## config.mk

```make
export PLATFORM = sky130hd
export DESIGN_NAME = datapath_param
export DESIGN_NICKNAME = d
export VERILOG_FILES = /design/src/rtl/datapath_param.sv
export SDC_FILE = /design/constraint.sdc
export NUM_CORES = 1
export LEC_CHECK = 0
export ABC_CLOCK_PERIOD_IN_PS = 12500
export CORE_UTILIZATION = 45
export DETAILED_ROUTE_END_ITERATION = 12
export DONT_BUFFER_PORTS = 1
export PLACE_DENSITY = 0.7
export SLEW_MARGIN = 20
export SYNTH_ARGS = -nofsm -noshare
export SYNTH_HDL_FRONTEND = slang
export SYNTH_SLANG_ARGS = --single-unit
```

## constraint.sdc

```tcl
create_clock -name clk -period 12.5 [get_ports clk]
set_input_delay 2.5 -clock clk [delete_from_list [all_inputs] [get_ports clk]]
set_output_delay 2.5 -clock clk [all_outputs]
set_load 0.1 [all_outputs]
```

## src/rtl/datapath_param.sv

```systemverilog
`default_nettype none
// ============================================================================
// datapath_param
// Parametrised RISC datapath: register file, A/B/C operands, shifter, ALU,
// status register and an iterative shift-add multiplier (start/busy/done).
// Revision: 1.0
// ============================================================================
module datapath_param #(
  parameter int W     = 16,
  parameter int NREGS = 8,
  parameter int PCW   = 9
) (
  input  logic                     clk,
  input  logic                     reset,
  input  logic                     write,
  input  logic [$clog2(NREGS)-1:0] writenum,
  input  logic [$clog2(NREGS)-1:0] readnum,
  input  logic [1:0]               vsel,
  input  logic                     loada,
  input  logic                     loadb,
  input  logic                     loadc,
  input  logic                     loads,
  input  logic                     asel,
  input  logic                     bsel,
  input  logic [1:0]               shift,
  input  logic [2:0]               aluop,
  input  logic                     start,
  input  logic [W-1:0]             mdata,
  input  logic [W-1:0]             sximm8,
  input  logic [W-1:0]             sximm5,
  input  logic [PCW-1:0]           pc,
  output logic [W-1:0]             datapath_out,
  output logic [2:0]               flags,
  output logic                     busy,
  output logic                     done
);

  localparam int CW = $clog2(W);

  typedef enum logic [0:0] {ST_IDLE = 1'b0, ST_MUL = 1'b1} state_t;

  state_t          state_q, state_d;
  logic [W-1:0]    regs [NREGS];
  logic [W-1:0]    a_q, b_q, c_q;
  logic [2:0]      flags_q;
  logic            done_q;
  logic [2*W-1:0]  mcand_q, acc_q, acc_next;
  logic [W-1:0]    mplier_q;
  logic [CW-1:0]   cnt_q;

  logic [W-1:0]    read_data, write_data, pc_ext;
  logic [W-1:0]    b_shift, ain, bin, alu_res, mul_res;
  logic            alu_v;
  logic [2:0]      alu_flags, mul_flags;
  logic            mul_accept, mul_last;

  assign busy         = (state_q == ST_MUL);
  assign done         = done_q;
  assign datapath_out = c_q;
  assign flags        = flags_q;

  assign read_data = regs[readnum];
  assign pc_ext    = W'(pc);

  always_comb begin
    write_data = c_q;
    case (vsel)
      2'b01:   write_data = pc_ext;
      2'b10:   write_data = mdata;
      2'b11:   write_data = sximm8;
      default: write_data = c_q;
    endcase
  end

  always_comb begin
    b_shift = b_q;
    case (shift)
      2'b01:   b_shift = {b_q[W-2:0], 1'b0};
      2'b10:   b_shift = {1'b0, b_q[W-1:1]};
      2'b11:   b_shift = {b_q[W-1], b_q[W-1:1]};
      default: b_shift = b_q;
    endcase
  end

  assign ain = asel ? '0 : a_q;
  assign bin = bsel ? sximm5 : b_shift;

  // MUL without an accepted start, and the reserved codes, behave as ADD
  always_comb begin
    alu_res = ain + bin;
    alu_v   = (ain[W-1] == bin[W-1]) && (alu_res[W-1] != ain[W-1]);
    case (aluop)
      3'b001: begin
        alu_res = ain - bin;
        alu_v   = (ain[W-1] != bin[W-1]) && (alu_res[W-1] != ain[W-1]);
      end
      3'b010: begin
        alu_res = ain & bin;
        alu_v   = 1'b0;
      end
      3'b011: begin
        alu_res = ~bin;
        alu_v   = 1'b0;
      end
      default: begin
        alu_res = ain + bin;
        alu_v   = (ain[W-1] == bin[W-1]) && (alu_res[W-1] != ain[W-1]);
      end
    endcase
  end

  assign alu_flags = {alu_v, alu_res[W-1], (alu_res == '0)};

  // Final iteration folds into the completion edge, so the result is taken
  // from the next-accumulator value rather than the registered one.
  assign acc_next  = acc_q + (mplier_q[0] ? mcand_q : '0);
  assign mul_res   = acc_next[W-1:0];
  assign mul_flags = {(|acc_next[2*W-1:W]), mul_res[W-1], (mul_res == '0)};

  assign mul_accept = start && (aluop == 3'b100) && (state_q == ST_IDLE);
  assign mul_last   = (state_q == ST_MUL) && (cnt_q == CW'(W - 1));

  always_ff @(posedge clk) begin
    if (reset) state_q <= ST_IDLE;
    else       state_q <= state_d;
  end

  always_comb begin
    state_d = state_q;
    case (state_q)
      ST_IDLE: if (mul_accept) state_d = ST_MUL;
      ST_MUL:  if (mul_last)   state_d = ST_IDLE;
      default: state_d = ST_IDLE;
    endcase
  end

  always_ff @(posedge clk) begin
    if (reset) begin
      for (int i = 0; i < NREGS; i++) regs[i] <= '0;
    end else if (write) begin
      regs[writenum] <= write_data;
    end
  end

  always_ff @(posedge clk) begin
    if (reset) begin
      a_q     <= '0;
      b_q     <= '0;
      c_q     <= '0;
      flags_q <= '0;
      done_q  <= 1'b0;
    end else begin
      done_q <= mul_last;
      if (!busy) begin
        if (loada) a_q     <= read_data;
        if (loadb) b_q     <= read_data;
        if (loadc) c_q     <= alu_res;
        if (loads) flags_q <= alu_flags;
      end else if (mul_last) begin
        c_q     <= mul_res;
        flags_q <= mul_flags;
      end
    end
  end

  always_ff @(posedge clk) begin
    if (reset) begin
      mcand_q  <= '0;
      mplier_q <= '0;
      acc_q    <= '0;
      cnt_q    <= '0;
    end else if (mul_accept) begin
      mcand_q  <= {{W{1'b0}}, ain};
      mplier_q <= bin;
      acc_q    <= '0;
      cnt_q    <= '0;
    end else if (busy) begin
      mcand_q  <= {mcand_q[2*W-2:0], 1'b0};
      mplier_q <= {1'b0, mplier_q[W-1:1]};
      acc_q    <= acc_next;
      cnt_q    <= cnt_q + 1'b1;
    end
  end

endmodule
`default_nettype wire
```

# Yosys cells after proc, flatten, opt, wreduce, memory -nomap -nowiden
# Memory sizes are Yosys's and may differ from the RTL's.
# Cells that the tools add are included.
# Widths: inputs -> output; s select.
# classes
addsub	4
n_eq_ne	16
mux	28
bitwise_logic	3
reduce_logical	18
# op_table
cell	count
$mux 16	10
$pmux 16 s3	3
$add 32x32->32	1
$logic_not 16->1	2
$mux 32	1
$reduce_or 16->1	2
$add 16x16->16	1
$and 16x16->16	1
$not 16->16	1
$sub 16x16->16	1
$mux 3	4
$eq 2x2->1 const B	4
$mux 1	8
$reduce_and 2->1	4
$eq 3x2->1 const B	2
$reduce_bool 2->1	3
$logic_and 1x1->1	5
$add 4x1->4 const B	1
$eq 2x1->1 const B	2
$eq 4x4->1 const B	1
$pmux 1 s2	2
$reduce_or 2->1	2
$eq 3x1->1 const B	1
$eq 3x3->1 const B	1
other kinds (4)	6
# word_totals
ff_bits	137
ram_bits	128
in_bits	80
output_inout_bits	21
word_cells	81
memories	1
# memory_table
memory	depth	width	rd	rd_clocked_by_memory_dff	wr	line_no	text
regs	8	16	1	0	8	43	logic [W-1:0] regs [NREGS];

# Depth between registers and ports, before layout
# Gate-level depths: netlist of run 1.
# logic_depth
depth_word	9
mapped_depth	18
depth_no_buf	15

# Least setup slack after synthesis of run 1
# OpenSTA, ideal clock, no wires.
# synth_timing
kind	input to register
from	input shift[0]
to	register flags_q[0], in the netlist flags[0]
setup_ns	0.069
arrival_ns	5.723
t_required_ns	12.431
path_slack_ns	6.708
path_stages	16
path_buffers	2
cell_sequence	buf_4 buf_4 mux2i_1 o21ai_0 mux2i_1 inv_1 ha_1 or2_1 a221oi_1 o311ai_1 a2111oi_1 o32ai_1 a211oi_1 and4_1 nand4_1 o21ai_1
# synth_between
elab_chain_cells	8
word_cells_on_any_way	13
classes_between	add/sub (2); eq/ne (3); mux (5); bitwise (2); reduce/logical (1)
# synth_lines
item	line_no	text
start, declared	25	input logic [1:0] shift,
$eq 2x2->1 / $eq 2x1->1 (equally long branches)	77	case (shift)
$pmux 16 s3 (*)	77	
$mux 16 (*)	86	assign bin = bsel ? sximm5 : b_shift;
$add 16x16->16 (tied with other cells)	106	alu_res = ain + bin;
$pmux 16 s3 (*)	92	case (aluop)
$logic_not 16->1 (*)	112	assign alu_flags = {alu_v, alu_res[W-1], (alu_res == '0)};
$mux 3 (*)	158	if (loads) flags_q <= alu_flags;
$mux 3 (*)	154	if (!busy) begin
end signal, assigned	158	
end signal, assigned	161	flags_q <= mul_flags;
end, declared	45	logic [2:0] flags_q;
# Every way passes the cells marked *; elsewhere a longest branch is shown, timed or not. The select of a mux whose other input is x is not followed.
# A chain may end at the register's enable or synchronous reset.

# Worst setup path in the final report of run 1
# layout_timing
from	input bsel
to	register flags_q[0], in the netlist flags[0]
# layout_between
elab_chain_cells	6
word_cells_on_any_way	9
classes_between	add/sub (2); mux (4); bitwise (2); reduce/logical (1)
# layout_lines
item	line_no	text
start, declared	24	input logic bsel,
$mux 16 (*)	86	
$add 16x16->16 (tied with other cells)	106	
$pmux 16 s3 (*)	92	
$logic_not 16->1 (*)	112	
$mux 3 (*)	158	
$mux 3 (*)	154	
# Marks and branches as above.

==> key figures, run 1 <==
Clocking
  • CTS tree: done
  • Cts hold-fix bufs: 0
  • Clk sinks: 265
  • Postcts setup bufs: 0
  • CTS clk-pin slew, worst paths: 60 ps
  • CTS H-tree depth: 1
  • Max Buffers Root-to-Sink: 3
  • CTS root buf: clkbuf_16
  • Skew-Pair Late Insertion Delay: 600 ps
  • Resize count post-CTS: 0
  • Total CTS buffers: 30

Synth
  • EDFF count, synth: 128
  • Most numerous cell in the Yosys netlist: nor2_1
  • Largest family of logic cells by synthesized area: simple AND/OR/NAND/NOR gates
  • Simple-Gate Fraction of Synth Area: 18.47%
  • Commonest cells post-synth: nor2_1 (320), dfxtp_1 (137), edfxtp_1 (128), a21oi_1 (117), nand2_1 (112)
  • Main synth FF type: dfxtp_1
  • Post-synthesis adder-cell area fraction: 5.312%
  • Asr flop ratio synth: 0%
  • Yosys warning count: 0
  • Mapped Cells: 1731
  • Post-Synth XOR/XNOR Area: 1.810%
  • Syn Nets: 1877
  • Distinct cells, synth: 86
  • Syn Area/Cell: 9.226 sq um
  • Synth top area share: 24.07%
  • Post-synthesis mux area share: 11.93%
  • Largest cells by area after synthesis: edfxtp_1 (24%), dfxtp_1 (17%), nor2_1 (7.5%)
  • Dominant cell type by area after synthesis: edfxtp_1
  • Synth Area in Compound Gates: 17.08%
  • Yosys reg bits: 265
  • Mapped Area: 15970 sq um
  • Post-synthesis sequential area ratio: 41.24%

Power and ir drop
  • Worst VDD drop: 0.0001092 V
  • Cell Pwr Density: 125.1 nW/um^2
  • Leak Pwr: 6.583 nW
  • Total power draw: 2.156 mW

Route
  • DR WL/cell: 22.32 um
  • ANT nets after route: 0
  • DRC violations left: 0
  • Total Wirelength: 47920 um
  • Drt via density: 6.086
  • First-pass detailed-route iteration total: 6
  • Drt initial violations: 1268
  • Vias: 13070

Timing
  • Worst slew margin: 23.67%
  • Hold Vio Cnt, Final: 0
  • Final setup viols: 0
  • Skew final: 36.40 ps
  • Final hold slack: 471.2 ps
  • Slew @ Worst Pin: 1143 ps
  • RSZ-0062 raised after global routing: false
  • Period utilization: 44.42%
  • Post-route setup TNS: 0 ps
  • Fin. max-slew vios: 0
  • Post-route minimum period: 5553 ps
  • Fmax achieved: 0.1801 GHz

Critical path
  • Crit path from: bsel
  • R2r startpoint: b_q[0]
  • Worst Setup Path Type: in -> reg
  • CP most frequent cell: inv_1
  • Worst r2r path cells: 14
  • Flop-to-flop setup slack: 8560 ps
  • Critical Path Fanout Max: 14
  • Slowest Stage Delay on Critical Path: 630 ps
  • Reg2Reg Capture Point: flags[0]
  • CP Capture Type: flop
  • CP required: 13000 ps
  • Worst endpoint data arrival time: 6060 ps
  • Crit-path cells: inv_1, mux2i_1, inv_1, ha_1, or2_1, a221oi_1, o311ai_1, a2111oi_1, o32ai_1, a211oi_1, and4_1, nand4_1, o21ai_1
  • Startpoint Class: input pin
  • Slowest CP cell: mux2i_1

GRT
  • Vias in the first global route: 12630
  • Initial antenna violation count: 0
  • First-pass GRT wire length: 73120 um
  • Overflow after GRT: 0
  • Largest net degree at the start of global routing: 87
  • GRT Total Usage: 26.34%

Die
  • Die Height: 190.4 um
  • I/O pin total: 101
  • Initial Util: 46.01%
  • Die width: 190.4 um
  • Num rows: 68
  • Core area: 34710 sq um
  • Die ar.: 36250 sq um

Finish
  • Number of fill cells in the layout: 3244
  • Synthesis-to-finish area growth: 7.874%
  • Fin cells: 2147
  • Final #Nets: 1816
  • Final antenna diode count: 0
  • Design Area, Final: 17230 sq um
  • Layout cells sized above 1: 8.511%

Place
  • Area of placed instances: 16270 sq um
  • PortBufs: 0
  • DP Wirelength: 34120 um
  • Placed insts: 2093
  • Placer's final routability congestion estimate: 0.9472

Run
  • # Max-Cap Violations: 0

Hold path
  • Min-Delay Endpoint: acc_q[6]
  • Hold WC Path Type: reg -> reg
  • Hold depth: 2
  • Min-delay src: acc_q[6]

Outcome
  • Status: completed
[placed cells by master, fill, tap and decap left out, types with 17 or more instances in the layout]
cell type / count
a21oi_1: 117
edfxtp_1: 128
mux2i_1: 97
dfxtp_1: 135
nand3_1: 24
a211oi_1: 63
nor2b_1: 34
inv_1: 55
and2_1: 32
ha_1: 63
nor3_1: 25
mux4_2: 32
xnor2_1: 17
buf_4: 21
mux2_2: 19
o21ai_0: 50
nor2_1: 320
nand4_1: 22
nand2_1: 112
clkbuf_16: 30
[per-stage QoR]
stage               utilization (%)  setup WS [ps]
CTS                           49.60           6941
detailed placement            46.87           6370
global route                  49.63           6661
finish                        49.63           6947
global placement              46.87           6346
floorplan                         -           6708
[worst max-delay path: cells and delay by family]
family | cells | cell delay [ps]
AO/OA/AOI/OAI | 6 | 1570
adder cells (fa/ha/maj) | 1 | 340
buffers and inverters | 2 | 440
multiplexers | 1 | 630
AND/OR/NAND/NOR | 3 | 570
[flip-flops by register name (all words and copies together) (netlist names)]
| register | cells |
|---|---|
| b_q | 16 |
| cnt_q | 4 |
| done | 1 |
| datapath_out | 16 |
| flags | 3 |
| acc_q | 32 |
| mcand_q | 32 |
| regs | 128 |
| a_q | 16 |
| mplier_q | 16 |
| busy | 1 |
[final cells by class]
| type | count | area (sq um) | share of cell area (%) |
|---|---|---|---|
| inverters | 56 | 210.2 | 1.220 |
| well taps | 455 | 569.3 | 3.305 |
| clock buffers | 37 | 787.0 | 4.568 |
| multi-input cells | 1296 | 8752 | 50.80 |
| flip-flops and latches | 265 | 6591 | 38.26 |
| repair buffers | 21 | 157.7 | 0.9151 |
| clock inverters | 17 | 160.2 | 0.9296 |
[where the power goes]
part	internal (mW)	switching (mW)	total, mW
logic	0.106	0.202	0.308
clock network	0.487	0.367	0.855
registers	0.945	0.0480	0.993
[cell families after synthesis]
group                    after synthesis
AND/OR/NAND/NOR                      645
AO/OA/AOI/OAI                        404
flip-flops                           265
buffers and inverters                170
multiplexers                         148
adder cells (fa/ha/maj)               66
XOR/XNOR                              33
[routing by layer]
metal | wire [um] | track usage [%] | part of all wire, % | vias up
met5 | 0 | 0 | 0 | -
met4 | 1720 | 9.692 | 3.6 | 0
met3 | 3555 | 4.656 | 7.4 | 83
met2 | 22860 | 43.89 | 48 | 494
met1 | 19780 | 34.08 | 41 | 6302
li1 | - | - | - | 6188
[worst max path at each step]
stage	cells after the start	endpoint
2_1_floorplan	16	flags[0]
3_3_place_gp	13	flags[0]
3_5_place_dp	13	flags[0]
4_1_cts	13	flags[0]
5_1_grt	13	flags[0]
6_report	13	flags[0]
Note: power is estimated with default switching activity, not from simulation.
==> run 2, diff against run 1 <==
- ABC_CLOCK_PERIOD_IN_PS: 12500 -> 5350
- clock period: 12.5 -> 5.35 ns (I/O delays scaled with it)
==> run 2 against run 1 <==
Against the previous run:
- setup slack got worse by 5800 ps
- first-iteration DRC count decreased by 7.1%
- non-clock buffer count up 10
- count of clock-buffer cells in the layout rose by 4
- global-route usage down 0.13 points
- sequential share of layout area decreased by 0.28 points
- final area is 0.71% higher
- clock power rose by 150%
- register-to-register slack worse by 7300 ps
==> key figures, run 2 (synthesis results as in run 1) <==
Critical path
  • Critical Path Fanout Max: 29 (+15)
  • CP required: 5870 ps (-7130 ps)
  • Worst Setup Path Type: in -> reg
  • CP Capture Type: flop
  • Crit-path cells: or3b_2, a31oi_1, ha_1, inv_1, fa_1, nor2b_1, o2111ai_1, nand4_1, a21oi_1, nor3b_1, a2111oi_0, o22ai_1, or2_1, o21ai_1
  • Worst endpoint data arrival time: 4710 ps (-1350 ps)
  • Flop-to-flop setup slack: 1280 ps (-7280 ps)
  • R2r startpoint: b_q[0]
  • Crit path from: shift[1]
  • Slowest CP cell: a2111oi_0
  • Top Family by Delay on Critical Path: compound AO/OA/AOI/OAI gates
  • Slowest Stage Delay on Critical Path: 480 ps (-150 ps)
  • Startpoint Class: input pin
  • CP Buf/Inv Count: 1 (-1)

Timing
  • Fmax achieved: 0.2389 GHz
  • Fin. max-slew vios: 0 (unchanged)
  • RSZ-0062 raised after global routing: false
  • Final hold slack: 472.8 ps (+1.527 ps)
  • Post-route setup TNS: 0 ps (unchanged)
  • Period utilization: 78.24%
  • Final setup viols: 0 (unchanged)
  • Post-route minimum period: 4186 ps
  • Slew @ Worst Pin: 1170 ps (+26.58 ps)
  • Hold Vio Cnt, Final: 0 (unchanged)
  • Skew final: 22.18 ps (-14.22 ps)
  • Worst slew margin: 21.89% (-1.8 points)

Clocking
  • Postcts setup bufs: 0 (unchanged)
  • CTS root buf: clkbuf_16
  • Skew-Pair Late Insertion Delay: 590 ps (about the same)
  • Clk sinks: 265 (unchanged)
  • Total CTS buffers: 29 (-3.3%)
  • Max Buffers Root-to-Sink: 3 (unchanged)
  • CTS tree: done
  • Resize count post-CTS: 0 (unchanged)
  • CTS H-tree depth: 1 (unchanged)
  • Cts hold-fix bufs: 0 (unchanged)
  • CTS clk-pin slew, worst paths: 60 ps (about the same)

GRT
  • Overflow after GRT: 0 (unchanged)
  • First-pass GRT wire length: 73060 um (about the same)
  • Initial antenna violation count: 0 (unchanged)
  • Vias in the first global route: 12490 (-1.1%)
  • Largest net degree at the start of global routing: 87 (unchanged)
  • GRT Total Usage: 26.22% (-0.13 points)

Place
  • Placer's final routability congestion estimate: 0.9462 (-0.11%)
  • PortBufs: 0 (unchanged)
  • DP Wirelength: 33970 um (-0.44%)

Finish
  • Top reg by flops: regs
  • Most frequent cells in the layout: nor2_1 (320), dfxtp_1 (136), edfxtp_1 (128), a21oi_1 (117), nand2_1 (112)
  • Final #Nets: 1825 (+0.50%)
  • Final antenna diode count: 0 (unchanged)
  • Commonest non-fill, non-tap cell in the layout: nor2_1
  • Layout cells sized above 1: 9.518% (+1.0 points)
  • Synthesis-to-finish area growth: 8.642%
  • Number of fill cells in the layout: 3223 (-0.65%)
  • Largest regs: regs x128, acc_q x32, mcand_q x32
  • Max reg flops: 128 (unchanged)

Power and ir drop
  • Cell Pwr Density: 297.7 nW/um^2 (+140%)
  • Leak Pwr: 6.676 nW (+1.4%)
  • Worst VDD drop: 0.0003733 V (+240%)

Route
  • DR WL/cell: 22.06 um (-1.1%)
  • Total Wirelength: 47590 um (-0.69%)
  • Vias: 13240 (+1.3%)
  • First-pass detailed-route iteration total: 5 (-1)
  • ANT nets after route: 0 (unchanged)
  • Drt initial violations: 1178 (-7.1%)
  • DRC violations left: 0 (unchanged)
  • Drt via density: 6.139 (+0.87%)

Die
  • Die Height: 190.4 um (unchanged)
  • Initial Util: 46.01% (unchanged)
  • Num rows: 68 (unchanged)
  • Die ar.: 36250 sq um (unchanged)
  • I/O pin total: 101 (unchanged)
  • Die width: 190.4 um (unchanged)
  • Core area: 34710 sq um (unchanged)

Run
  • # Max-Cap Violations: 0 (unchanged)

Hold path
  • Min-delay src: acc_q[22]
  • Hold WC Path Type: reg -> reg

Outcome
  • Status: completed
## run 2: worst paths after layout
path / to / cells after the start
setup / recovery: flags[0] / 14
hold / removal: acc_q[22] / 2
setup reg to reg: flags[0] / 14
hold reg to reg: acc_q[22] / 2
## run 2: layout make-up
type	count	area, sq um	area share [%]
Multi-Input combinational cell	1296	8752	50.44
Sequential cell	265	6590	37.98
Clock buffer	41	835.8	4.817
Tap cell	455	569.3	3.281
Timing Repair Buffer	31	232.7	1.341
Inverter	56	210.2	1.212
Clock inverter	13	160.2	0.9231
## run 2: through the flow
step / worst slack, ps / total power [mW] / cells / area, sq um / util, %
2_1_floorplan: 988.3 / 2.888 / 1731 / 15970 / -
3_3_place_gp: 776.0 / 3.077 / 2103 / 16340 / 47.08
3_5_place_dp: 686.7 / 3.083 / 2103 / 16340 / 47.08
4_1_cts: 1294 / 5.179 / 2157 / 17340 / 49.95
5_1_grt: 952.7 / 5.341 / 2157 / 17350 / 49.98
6_report: 1164 / 5.165 / 2157 / 17350 / 49.98
## run 2: report_power, final
| group | total [mW] | switching, mW | internal [mW] | leakage [nW] |
|---|---|---|---|---|
| combinational | 0.717 | 0.461 | 0.255 | 3.72 |
| sequential | 2.33 | 0.127 | 2.21 | 2.45 |
| clock | 2.11 | 0.876 | 1.24 | 0.503 |
| total | 5.16 | 1.46 | 3.70 | 6.68 |
## run 2: routing by layer
metal / GRT usage, % / up-vias / wire, um
met5: 0 / - / 0
met4: 9.508 / 0 / 1759
met3: 3.497 / 102 / 3020
met2: 43.33 / 488 / 22460
met1: 34.98 / 6450 / 20350
li1: - / 6202 / -
## run 2: worst min-delay path, delay by kind of cell, from the launching register on
family,cells,cell delay [ps]
AND/OR/NAND/NOR,1,60
AO/OA/AOI/OAI,1,50
flip-flops,1,310
==> run 3, diff against run 2 <==
- ABC_CLOCK_PERIOD_IN_PS: 5350 -> 3900
- clock period: 5.35 -> 3.9 ns (I/O delays scaled with it)
==> run 3 against run 2 <==
Against the previous run:
- clock power up 36%
- via count up 1.8%
- register-to-register slack worse by 1100 ps
- hold slack worse by 200 ps
- final cell count up 5.0%
- wire length up 3.4%
- non-clock buffer count up 106
- sequential share of layout area down 1.8 points
- setup slack worse by 970 ps
- sequential cell count unchanged
- core utilization up 2.5 points
- global-route usage up 0.76 points
- largest power group unchanged
- highest routed layer unchanged
==> key figures, run 3 (synthesis results as in run 1) <==
Place
  • DP Wirelength: 35970 um (+5.9%)
  • Placed insts: 2209 (+5.0%)
  • Placer's final routability congestion estimate: 0.9905 (+4.7%)
  • PortBufs: 0 (unchanged)

GRT
  • Overflow after GRT: 0 (unchanged)
  • GRT Total Usage: 26.97% (+0.76 points)
  • Largest net degree at the start of global routing: 87 (unchanged)
  • Vias in the first global route: 13020 (+4.3%)
  • Initial antenna violation count: 0 (unchanged)
  • First-pass GRT wire length: 74710 um (+2.3%)

Clocking
  • CTS H-tree depth: 1 (unchanged)
  • Cts hold-fix bufs: 0 (unchanged)
  • Skew-Pair Late Insertion Delay: 590 ps (about the same)
  • Clk sinks: 265 (unchanged)
  • Max Buffers Root-to-Sink: 3 (unchanged)
  • Total CTS buffers: 30 (+3.4%)
  • Postcts setup bufs: 0 (unchanged)
  • CTS clk-pin slew, worst paths: 60 ps (about the same)
  • CTS tree: done
  • CTS root buf: clkbuf_16

Critical path
  • Critical Path Fanout Max: 10 (-66%)
  • Worst endpoint data arrival time: 4180 ps (-530 ps)
  • Flop-to-flop setup slack: 190 ps (-1090 ps)
  • Crit path from: mplier_q[0]
  • Crit-path cells: and2_1, ha_1, inv_1, fa_1, nor2b_1, o31ai_4, a211o_2, nand3_2, a41oi_2, xnor2_1, or4_1, nor4_1, a21oi_1
  • R2r startpoint: mplier_q[0]
  • CP Capture Type: flop
  • Slowest Stage Delay on Critical Path: 540 ps (+60 ps)
  • Slowest CP cell: dfxtp_1
  • Reg2Reg Capture Point: flags[2]
  • Worst r2r path cells: 13 (-1)
  • Critical path endpoint: flags[2]
  • Worst Setup Path Type: reg -> reg
  • Startpoint Class: flop
  • CP required: 4370 ps (-1500 ps)

Timing
  • Final hold slack: 271.7 ps (-201.1 ps)
  • Final setup viols: 0 (unchanged)
  • Worst slew margin: 20.44% (-1.5 points)
  • Period utilization: 95.05%
  • RSZ-0062 raised after global routing: false
  • Skew final: 11.90 ps (-10.29 ps)
  • Fmax achieved: 0.2698 GHz
  • Fin. max-slew vios: 0 (unchanged)
  • Slew @ Worst Pin: 1192 ps (+21.78 ps)
  • Post-route minimum period: 3707 ps
  • Post-route setup TNS: 0 ps (unchanged)
  • Hold Vio Cnt, Final: 0 (unchanged)

Die
  • Core area: 34710 sq um (unchanged)
  • Num rows: 68 (unchanged)
  • Initial Util: 46.01% (unchanged)
  • I/O pin total: 101 (unchanged)
  • Die ar.: 36250 sq um (unchanged)
  • Die width: 190.4 um (unchanged)
  • Die Height: 190.4 um (unchanged)

Power and ir drop
  • Worst VDD drop: 0.0004109 V (+10%)
  • Cell Pwr Density: 397.5 nW/um^2 (+34%)
  • Leak Pwr: 7.187 nW (+7.7%)

Route
  • DR WL/cell: 21.72 um (-1.5%)
  • Drt via density: 5.954 (-3.0%)
  • Vias: 13490 (+1.8%)
  • Total Wirelength: 49200 um (+3.4%)
  • First-pass detailed-route iteration total: 5 (unchanged)
  • DRC violations left: 0 (unchanged)
  • ANT nets after route: 0 (unchanged)
  • Drt initial violations: 1226 (+4.1%)

Finish
  • Multi-input gate area: 8802 sq um (+0.57%)
  • Final Util: 52.47% (+2.5 points)
  • FF/Latch Area: 6591 sq um (about the same)
  • Commonest non-fill, non-tap cell in the layout: nor2_1
  • Synthesis-to-finish area growth: 14.04%
  • Fin cells: 2265 (+5.0%)
  • Number of fill cells in the layout: 3222 (-0.031%)
  • Top reg by flops: regs
  • Layout cells sized above 1: 15.26% (+5.7 points)
  • Final #Nets: 1932 (+5.9%)
  • Max reg flops: 128 (unchanged)
  • Most frequent cells in the layout: nor2_1 (320), buf_4 (137), dfxtp_1 (135), edfxtp_1 (128), a21oi_1 (117)
  • Largest regs: regs x128, acc_q x32, mcand_q x32

Hold path
  • Hold depth: 1 (-1)
  • Hold WC Path Type: in -> reg

Run
  • # Max-Cap Violations: 0 (unchanged)

Outcome
  • Status: completed
==> run 3: critical path, delay by kind of cell (launching register included) <==
kind / cells / cell delay [ps]
AOI/OAI and AO/OA: 4 / 730
xor gates and xnor gates: 1 / 180
adders and majority gates: 2 / 620
buffers and inverters: 1 / 60
DFF: 1 / 540
and+or+nand+nor: 5 / 1450
==> run 3: worst min-delay path by stage <==
stage	start	end
after floorplan	acc_q[10]	acc_q[10]
after global placement	acc_q[10]	acc_q[10]
after detailed placement	acc_q[12]	acc_q[12]
after CTS	reset	datapath_out[2]
after global routing	reset	datapath_out[2]
final	reset	datapath_out[2]
==> run 3: metrics by stage <==
stage	power (mW)	setup WS (ps)	instance area, sq um
after floorplan	3.967	0.2869	16010
after global placement	4.388	-399.2	17170
after detailed placement	4.393	-462.8	17170
after CTS	7.258	155.6	18180
after global routing	7.487	13.48	18210
final	7.239	192.9	18210
==> run 3: area by class of cell <==
type,count,area share (%)
Inverter,56,1.154
Antenna cell,1,0.01374
Tap cell,455,3.126
Sequential cell,265,36.19
Clock inverter,16,1.010
Timing Repair Buffer,137,5.647
Multi-Input combinational cell,1296,48.33
Clock buffer,39,4.527
==> run 3: what timing repair did <==
item	in CTS	in global routing
pin swaps	0	1
gates resized for setup	1	4
setup endpoints to repair	1	5
==> run 3: per-layer routing <==
metal / vias to the layer above / share of wire [%] / global-route usage (%)
met1: 6501 / 43 / 35.17
met5: - / 0 / 0
met3: 94 / 6.3 / 3.846
met4: 0 / 3.7 / 10.03
li1: 6421 / - / -
met2: 469 / 47 / 45.27
==> run 3: power by group <==
part           switching (mW)  internal (mW)  leakage [nW]
clock network            1.19           1.69         0.497
registers               0.166           3.03          2.45
logic                   0.682          0.480          4.24
